## config.mk

```make
export PLATFORM = sky130hd
export DESIGN_NAME = stall_ctrl
export DESIGN_NICKNAME = d
export VERILOG_FILES = /design/src/rtl/stall_ctrl.sv
export SDC_FILE = /design/constraint.sdc
export NUM_CORES = 1
export LEC_CHECK = 0
export CAP_MARGIN = 5
export CELL_PAD_IN_SITES_DETAIL_PLACEMENT = 0
export CELL_PAD_IN_SITES_GLOBAL_PLACEMENT = 1
export CORE_MARGIN = 2
export CORE_UTILIZATION = 24
export DETAILED_ROUTE_END_ITERATION = 8
export PLACE_DENSITY_LB_ADDON = 0.1
export SYNTH_ARGS = -nofsm -noshare
export SYNTH_HDL_FRONTEND = slang
export SYNTH_SLANG_ARGS = --single-unit
```

## constraint.sdc

```tcl
create_clock -name clock -period 1.9 [get_ports clock]
set_input_delay 0.19 -clock clock [delete_from_list [all_inputs] [get_ports clock]]
set_output_delay 0.19 -clock clock [all_outputs]
set_load 0.01 [all_outputs]
```

## src/rtl/stall_ctrl.sv

```systemverilog
// stall_ctrl -- pipeline stall controller sitting between F/D and D/X.
//
// Purpose:
//   Detects load-use hazards and holds the stall for LOAD_LAT bubbles.
//   Tracks an in-flight multi-cycle mult/div with an IDLE/BUSY/WB FSM and
//   a destination tag. Drives the PC/FD write enables and the DX bubble mux.
//
// Ports:
//   clock, reset_n          rising-edge clock, asynchronous active-low reset
//   fd_opcode/fd_rs/fd_rt   instruction in FD (opcode, source registers)
//   fd_is_md                FD instruction is a mult/div
//   dx_opcode/dx_rd         instruction in DX (opcode, destination)
//   md_issue/md_rd          mult/div launched from DX this cycle, its dest
//   md_ready                mult/div result valid (1-cycle pulse)
//   flush                   branch flush, cancels pending load bubbles
//   fd_we, pc_we            FD latch / PC write enables
//   dx_mux_control          1 = inject a nop into DX
//   md_busy                 FSM is in BUSY
//   md_timeout              1-cycle pulse after a BUSY timeout
//   stall_cycles            stall performance counter
//
// Build option:
//   STALL_PERF_CNT_EN  when defined, stall_cycles counts (saturating) every
//                      clock with dx_mux_control=1; otherwise it is tied to 0.

module stall_ctrl #(
  parameter int unsigned          REG_W       = 5,
  parameter int unsigned          OPC_W       = 5,
  parameter logic [OPC_W-1:0]     LW_OPC      = 5'b01000,
  parameter logic [OPC_W-1:0]     SW_OPC      = 5'b00111,
  parameter int unsigned          LOAD_LAT    = 1,
  parameter bit                   MD_BLOCKING = 1'b1,
  parameter int unsigned          MD_TIMEOUT  = 64
) (
  input  logic             clock,
  input  logic             reset_n,
  input  logic [OPC_W-1:0] fd_opcode,
  input  logic [REG_W-1:0] fd_rs,
  input  logic [REG_W-1:0] fd_rt,
  input  logic             fd_is_md,
  input  logic [OPC_W-1:0] dx_opcode,
  input  logic [REG_W-1:0] dx_rd,
  input  logic             md_issue,
  input  logic [REG_W-1:0] md_rd,
  input  logic             md_ready,
  input  logic             flush,
  output logic             fd_we,
  output logic             pc_we,
  output logic             dx_mux_control,
  output logic             md_busy,
  output logic             md_timeout,
  output logic [31:0]      stall_cycles
);

  localparam logic [1:0]        LU_RELOAD = 2'(LOAD_LAT - 1);
  localparam int unsigned       CYC_W     = $clog2(MD_TIMEOUT + 1);
  localparam logic [CYC_W-1:0]  CYC_LAST  = CYC_W'(MD_TIMEOUT - 1);

  typedef enum logic [1:0] {
    ST_IDLE,
    ST_BUSY,
    ST_WB
  } md_state_e;

  md_state_e        state_q, state_d;
  logic [1:0]       lu_cnt_q, lu_cnt_d;
  logic [REG_W-1:0] md_tag_q, md_tag_d;
  logic [CYC_W-1:0] md_cyc_q, md_cyc_d;
  logic             md_timeout_q, md_timeout_d;

  logic lu_hit, lu_stall, md_dep, md_stall;

  // Load-use detection: a store's rt is a source only when it is read, and
  // the store's rt is the data, which the bypass handles, so it is excluded.
  assign lu_hit = (dx_opcode == LW_OPC) && (dx_rd != '0) &&
                  ((fd_rs == dx_rd) || ((fd_rt == dx_rd) && (fd_opcode != SW_OPC)));

  assign md_dep = fd_is_md ||
                  ((md_tag_q != '0) &&
                   ((fd_rs == md_tag_q) || ((fd_rt == md_tag_q) && (fd_opcode != SW_OPC))));

  // The hit cycle itself is a bubble, so the counter only covers the
  // remaining LOAD_LAT-1; a hit while counting does not extend the stall.
  always_comb begin
    lu_cnt_d = lu_cnt_q;
    if (flush) begin
      lu_cnt_d = '0;
    end else if (lu_hit && (lu_cnt_q == '0)) begin
      lu_cnt_d = LU_RELOAD;
    end else if (lu_cnt_q != '0) begin
      lu_cnt_d = lu_cnt_q - 2'd1;
    end
  end

  assign lu_stall = lu_hit || (lu_cnt_q != '0);

  always_comb begin
    state_d      = state_q;
    md_tag_d     = md_tag_q;
    md_cyc_d     = md_cyc_q;
    md_timeout_d = 1'b0;
    md_stall     = 1'b0;
    case (state_q)
      ST_IDLE: begin
        if (md_issue) begin
          state_d  = ST_BUSY;
          md_tag_d = md_rd;
          md_cyc_d = '0;
        end
      end
      ST_BUSY: begin
        md_cyc_d = md_cyc_q + CYC_W'(1);
        md_stall = MD_BLOCKING ? 1'b1 : md_dep;
        // md_ready takes priority over a timeout in the same cycle
        if (md_ready) begin
          state_d = ST_WB;
        end else if (md_cyc_q == CYC_LAST) begin
          state_d      = ST_IDLE;
          md_timeout_d = 1'b1;
        end
      end
      ST_WB: begin
        if (md_issue) begin
          state_d  = ST_BUSY;
          md_tag_d = md_rd;
          md_cyc_d = '0;
        end else begin
          state_d = ST_IDLE;
        end
      end
      default: state_d = ST_IDLE;
    endcase
  end

  always_ff @(posedge clock or negedge reset_n) begin
    if (!reset_n) begin
      state_q      <= ST_IDLE;
      lu_cnt_q     <= '0;
      md_tag_q     <= '0;
      md_cyc_q     <= '0;
      md_timeout_q <= 1'b0;
    end else begin
      state_q      <= state_d;
      lu_cnt_q     <= lu_cnt_d;
      md_tag_q     <= md_tag_d;
      md_cyc_q     <= md_cyc_d;
      md_timeout_q <= md_timeout_d;
    end
  end

  // Detection is combinational, so gate with reset_n to hold the pipeline
  // enabled while reset is asserted.
  assign dx_mux_control = reset_n && (lu_stall || md_stall);
  assign fd_we          = ~dx_mux_control;
  assign pc_we          = ~dx_mux_control;
  assign md_busy        = (state_q == ST_BUSY);
  assign md_timeout     = md_timeout_q;

`ifdef STALL_PERF_CNT_EN
  logic [31:0] stall_cycles_q;

  always_ff @(posedge clock or negedge reset_n) begin
    if (!reset_n) begin
      stall_cycles_q <= '0;
    end else if (dx_mux_control && (stall_cycles_q != '1)) begin
      stall_cycles_q <= stall_cycles_q + 32'd1;
    end
  end

  assign stall_cycles = stall_cycles_q;
`else
  assign stall_cycles = '0;
`endif

endmodule

```

* Yosys cells after proc, flatten, opt, wreduce, memory -nomap -nowiden
Cells that the tools add are included.
** Storage, ports and cells
- Output and inout port bits :: 37
- Logic and storage cells :: 48
- Bits of input ports :: 36
- Register bits after elaboration :: 12
** Operators by class
- Bitwise operators :: 1
- Multiplexer cells :: 14
- Equality and inequality tests :: 10
- Reduce and logical (&&, ||, !) cells :: 17
- Add/subtract/negate cells :: 2
** Operators by type and width (number)
- 7-bit case mux with 2 select lines :: 1
- 2-bit 2-to-1 mux :: 6
- 5-bit equality test :: 2
- 7-bit by 1-bit adder with 7-bit output (second input constant) :: 1
- 7-bit by 6-bit equality test with 1-bit output (second input constant) :: 1
- 7-bit 2-to-1 mux :: 1
- 2-bit case mux with 3 select lines :: 1
- 5-bit by 4-bit equality test with 1-bit output (second input constant) :: 1
- 1-bit logical AND :: 5
- 1-bit 2-to-1 mux :: 5
- 5-bit by 3-bit inequality test with 1-bit output (second input constant) :: 1
- 5-bit nonzero test :: 1
- 2-bit zero test :: 2
- 2-bit AND reduction :: 2
- 2-bit nonzero test :: 2
- 1-bit logical OR :: 3
- 3-bit by 2-bit inequality test with 1-bit output (second input constant) :: 1
- 3-bit nonzero test :: 1
- 2-bit by 1-bit equality test with 1-bit output (second input constant) :: 1
- 2-bit equality test (second input constant) :: 1
- 2-bit by 1-bit inequality test with 1-bit output (second input constant) :: 1
- 2-bit inequality test (second input constant) :: 1
- 2-bit OR reduction :: 1
- 2-bit by 1-bit subtractor with 2-bit output (second input constant) :: 1
- 1-bit inverter :: 1

* Depth between registers and ports, before layout
Gate-level depths: netlist of the first run.
- Depth after elaboration :: 8
- Depth in mapped cells :: 6
- Gate-level depth less buffers :: 5

* Worst setup path before layout of the first run
Ideal clock, no wire load.
- Path kind :: flip-flop to output port
- Start :: reg state_q[0]
- End :: out pc_we
- Path slack :: 424 ps
- Stages on the path, launching flop included :: 7
- Data arrival time :: 1286 ps
- Required time :: 1710 ps
- Path buffers :: 2
- Cells stage by stage :: dfrtp_1 nand2b_1 buf_2 clkinv_2 o31ai_1 o21a_1 buf_4
** On the way
- Cells in the longest elaborated chain, start to end :: 5
** RTL lines
- start, declared :: RTL line 65 : md_state_e state_q, state_d;
- start signal, assigned :: RTL line 143 : state_q <= state_d;
- 2-bit by 1-bit equality test with 1-bit output
- via md_busy :: RTL line 50 : output logic md_busy,
- 1-bit 2-to-1 mux :: RTL line 103 : case (state_q)
- 1-bit logical OR :: RTL line 153 : assign dx_mux_control = reset_n && (lu_stall || md_stall);
- 1-bit logical AND :: RTL line 153
- 1-bit inverter :: RTL line 155 : assign pc_we = ~dx_mux_control;
- end, declared :: RTL line 48 : output logic pc_we,
The timed path passes the listed nets, and every way through them passes these cells.

* Final worst setup path of the first run
- Start :: in dx_rd[2]
- End :: out fd_we
** On the way
- Cells in the longest elaborated chain, start to end :: 8
- Elaborated cells between the ends (all ways) :: 11
- Classes of those cells :: eq/ne: 2; bitwise: 1; reduce/logical: 8
** RTL lines
- start, declared :: RTL line 42 : input logic [REG_W-1:0] dx_rd,
- 5-bit equality test :: RTL line 76 : ((fd_rs == dx_rd) || ((fd_rt == dx_rd) && (fd_opcode != SW_OPC)));
- 1-bit logical AND :: RTL line 76
- 1-bit logical OR :: RTL line 76
- 1-bit logical AND * :: RTL line 75 : assign lu_hit = (dx_opcode == LW_OPC) && (dx_rd != '0) &&
- 1-bit logical OR * :: RTL line 95 : assign lu_stall = lu_hit || (lu_cnt_q != '0);
- 1-bit logical OR * :: RTL line 153
- 1-bit logical AND * :: RTL line 153
- 1-bit inverter * :: RTL line 154 : assign fd_we = ~dx_mux_control;
- end, declared :: RTL line 47 : output logic fd_we,
Mark *: on every way between the ends. The rest lies on a longest branch, timed or not.

==> flow_metrics.tcl, run 1 <==
set metrics [dict create \
    clk_pin_slew_ns 0.06 \
    worst-setup-path-type "in -> out" \
    drt_pass1_iterations 5 \
    root_buffer "clkbuf_8" \
    layout_min_cycle_time_ns 1.83 \
    worst_skew_pair.late_latency_ns 0.25 \
    crit_slowest_cell "or4_4" \
    cp.arrival_ns 1.64 \
    slew_violations 0 \
    critPathMaxFanout 2 \
    cp.required_ns 1.71 \
    synth-seq-cells 12 \
    synth_area_leader_cell "dfrtp_1" \
    power.density_nw_per_um2 654 \
    cts_htree_levels 1 \
    maxCapViolCount 0 \
    combPwrFrac_pct 30.5 \
    worst_setup_path_start_kind "primary input" \
    grt_pass1_wl_um 2980 \
    grt-ovfl-total 0 \
    wl_um 2080 \
    start_util_pct 25.2 \
    dp_slack_ns -0.342 \
    p_switching_uw 264 \
    synth_warnings 0 \
    swShare_pct 30.4 \
    grt_pass1_vias 690 \
    core_area_um2 3690 \
    power_leakage_uw 0.000614 \
    cts_tree "built" \
    die_h_um 66.2 \
    fmax_mhz 546 \
    syn-mean-instance-area_um2 9.11 \
    crit_chain "clkdlybuf4s50_1 -> or4_4 -> o21ai_2 -> o21a_1 -> clkdlybuf4s15_2" \
    num-nets-final 180 \
    postSynthCellCount 102 \
    seq_power_share_pct 36.4 \
    cpPeakStageDelay_ns 0.52 \
    rows 22 \
    synth_area_um2 930 \
    path_delay_family "buffers and inverters" \
    grt.total_usage_pct 9.13 \
    holdWs_ns 0.371 \
    internal_power_uw 605 \
    ir_worst_vdd_mv 0.361 \
    numCtsBuffers 3 \
    hp-class "in -> async" \
    io_pins 73 \
    p_total_uw 869 \
    grt_max_degree 14 \
    ant_nets 0 \
    synth-seq-area-share_pct 32.3 \
    areaGrowthSynthToFinish_pct 42.8 \
    avgRoutedWirePerCell_um 11.0 \
    antenna_found_initial 0 \
    first_iter_violations 6 \
    ctsLongestPathBuffers 2 \
    drc_errors 0 \
    die_x_um 66.2 \
    gp_congestion 0.715 \
    setup_violations 0 \
    dieArea_um2 4390 \
    end_kind "primary output" \
    ys_async_sr_fraction_pct 100 \
    drive_gt1_share_pct 14.8 \
    synth.distinct_cells 30 \
    port_buffers 34 \
    synthTopCellsByArea "dfrtp_1 (32%), buf_4 (27%), xor2_1 (11%)" \
    final.period_utilization_pct 96.4 \
    cts.sinks 12 \
    avgViaCountPerCell 3.94 \
    synth_edf_count 0 \
    hold_viol 0 \
    status "completed" \
    yosysTopAreaCellShare_pct 32.3 \
    synth.top_cells.by_count "buf_4 (33), dfrtp_1 (12), xor2_1 (12), nor2_1 (6)" \
    diodes 0 \
    synth_flop_cell "dfrtp_1" \
    clockPowerShare_pct 33.1 \
    worst_slack_ns 0.0682 \
    nFillCells 396 \
    critPathBufInv 2 \
    hpwlAfterDp_um 1590 \
    fin_skew_ns 0.00512 \
    vias 748 \
    yosysMostFrequentCell "buf_4" \
]
==> sequential cells by signal, summed over array words and instances, names as in the netlist <==
register and cells:
md_timeout 1, state_q 2, lu_cnt_q 2, md_cyc_q 7
==> per-layer routing <==
| metal | up-vias | global-route usage, % | routed length (µm) | part of all wire (%) |
|---|---|---|---|---|
| met5 | - | 0 | 0 | 0 |
| met4 | 0 | 5.36 | 34 | 1.6 |
| met3 | 4 | 2.90 | 272 | 13 |
| met2 | 50 | 14.6 | 858 | 41 |
| met1 | 332 | 10.6 | 916 | 44 |
| li1 | 362 | - | - | - |
==> worst reg2reg max path, cell delays in order, from the launching register on <==
cell and delay, ns:
dfrtp_1 0.37, ha_1 0.23, nand3_1 0.09, or2_2 0.32
o211ai_1 0.17, o31ai_1 0.09
==> path summary, 6_finish.rpt <==
path / start / end / slack [ns] / cells past startpoint
max: dx_rd[2] / fd_we / 0.07 / 5
min: reset_n / state_q[1]$_DFFE_PN0P_ / 0.37 / 2
max reg2reg: md_cyc_q[0]$_DFFE_PN0P_ / md_cyc_q[6]$_DFFE_PN0P_ / 0.52 / 5
min reg2reg: lu_cnt_q[0]$_DFFE_PN0P_ / lu_cnt_q[0]$_DFFE_PN0P_ / 0.45 / 1
max in group asynchronous: reset_n / md_cyc_q[2]$_DFFE_PN0P_ / 1.36 / 2
min in group clock: lu_cnt_q[0]$_DFFE_PN0P_ / lu_cnt_q[0]$_DFFE_PN0P_ / 0.45 / 1
==> through the flow <==
step	instances	cell area (µm²)	util (%)	setup TNS, ns
after global placement	186	1230	33.4	-0.924
after global routing	190	1330	36.0	-0.00228
after floorplan	133	1050	-	0
after detailed placement	186	1230	33.4	-0.967
after CTS	190	1290	34.9	0
final	190	1330	36.0	0
==> power by group through the flow <==
stage                     clock network (µW)  registers (µW)  logic, µW
after floorplan                            0             313        181
after global placement                     0             320        259
after detailed placement                   0             320        259
after CTS                                295             315        258
after global routing                     307             322        294
final                                    288             316        265
==> kinds of logic (layout without fill, tap and decap cells) <==
| kind of cell | count (synthesis) | after routing | share of synthesized area, % |
|---|---|---|---|
| buffers and inverters | 35 | 44 | 27.7 |
| AO/OA/AOI/OAI | 15 | 15 | 10.9 |
| XOR/XNOR | 12 | 12 | 11.3 |
| AND/OR/NAND/NOR | 26 | 26 | 16.0 |
| other | 1 | 32 | 0.403 |
| adder cells (fa/ha/maj) | 1 | 1 | 1.35 |
| flip-flops | 12 | 12 | 32.3 |
==> cell usage in the layout (no fill, tap or decap), types with 3 or more instances in the layout <==
cell and n:
conb_1 32, clkdlybuf4s50_1 29, xor2_1 12, dfrtp_1 12, nor2_1 6, buf_4 5
o31ai_1 4, o21ai_0 4, clkbuf_8 4, nand2_1 3
==> repair_timing <==
action,4_1_cts,5_1_grt
buffers inserted,0,0
gates resized for setup,9,10
hold buffers,0,0
setup endpoints to repair,3,3
pin swaps,2,1
==> final cells by class <==
class                   instances  area [µm²]  share of cell area (%)
repair buffers                 39         377                    28.4
clock buffers                   4        55.1                    4.15
inverters                       1        5.00                   0.377
well taps                      48        60.1                    4.52
flip-flops and latches         12         300                    22.6
multi-input cells              86         531                    40.0
Power figures use the tool's default switching activity.
==> run 2, diff against run 1 <==
--- a/config.mk
+++ b/config.mk
@@ -10,6 +10,7 @@
 export CELL_PAD_IN_SITES_GLOBAL_PLACEMENT = 1
 export CORE_MARGIN = 2
 export CORE_UTILIZATION = 24
+export CTS_CLUSTER_SIZE = 14
 export DETAILED_ROUTE_END_ITERATION = 8
 export PLACE_DENSITY_LB_ADDON = 0.1
 export SYNTH_ARGS = -nofsm -noshare
==> results of run 2 <==
Same layout as run 1: the final DEF is identical, and so are final timing and power.
==> run 3, diff against run 2 <==
--- a/config.mk
+++ b/config.mk
@@ -16,3 +16,4 @@
 export SYNTH_ARGS = -nofsm -noshare
 export SYNTH_HDL_FRONTEND = slang
 export SYNTH_SLANG_ARGS = --single-unit
+export TNS_END_PERCENT = 10
==> results of run 3 <==
Same layout as run 1: the final DEF is identical, and so are final timing and power.
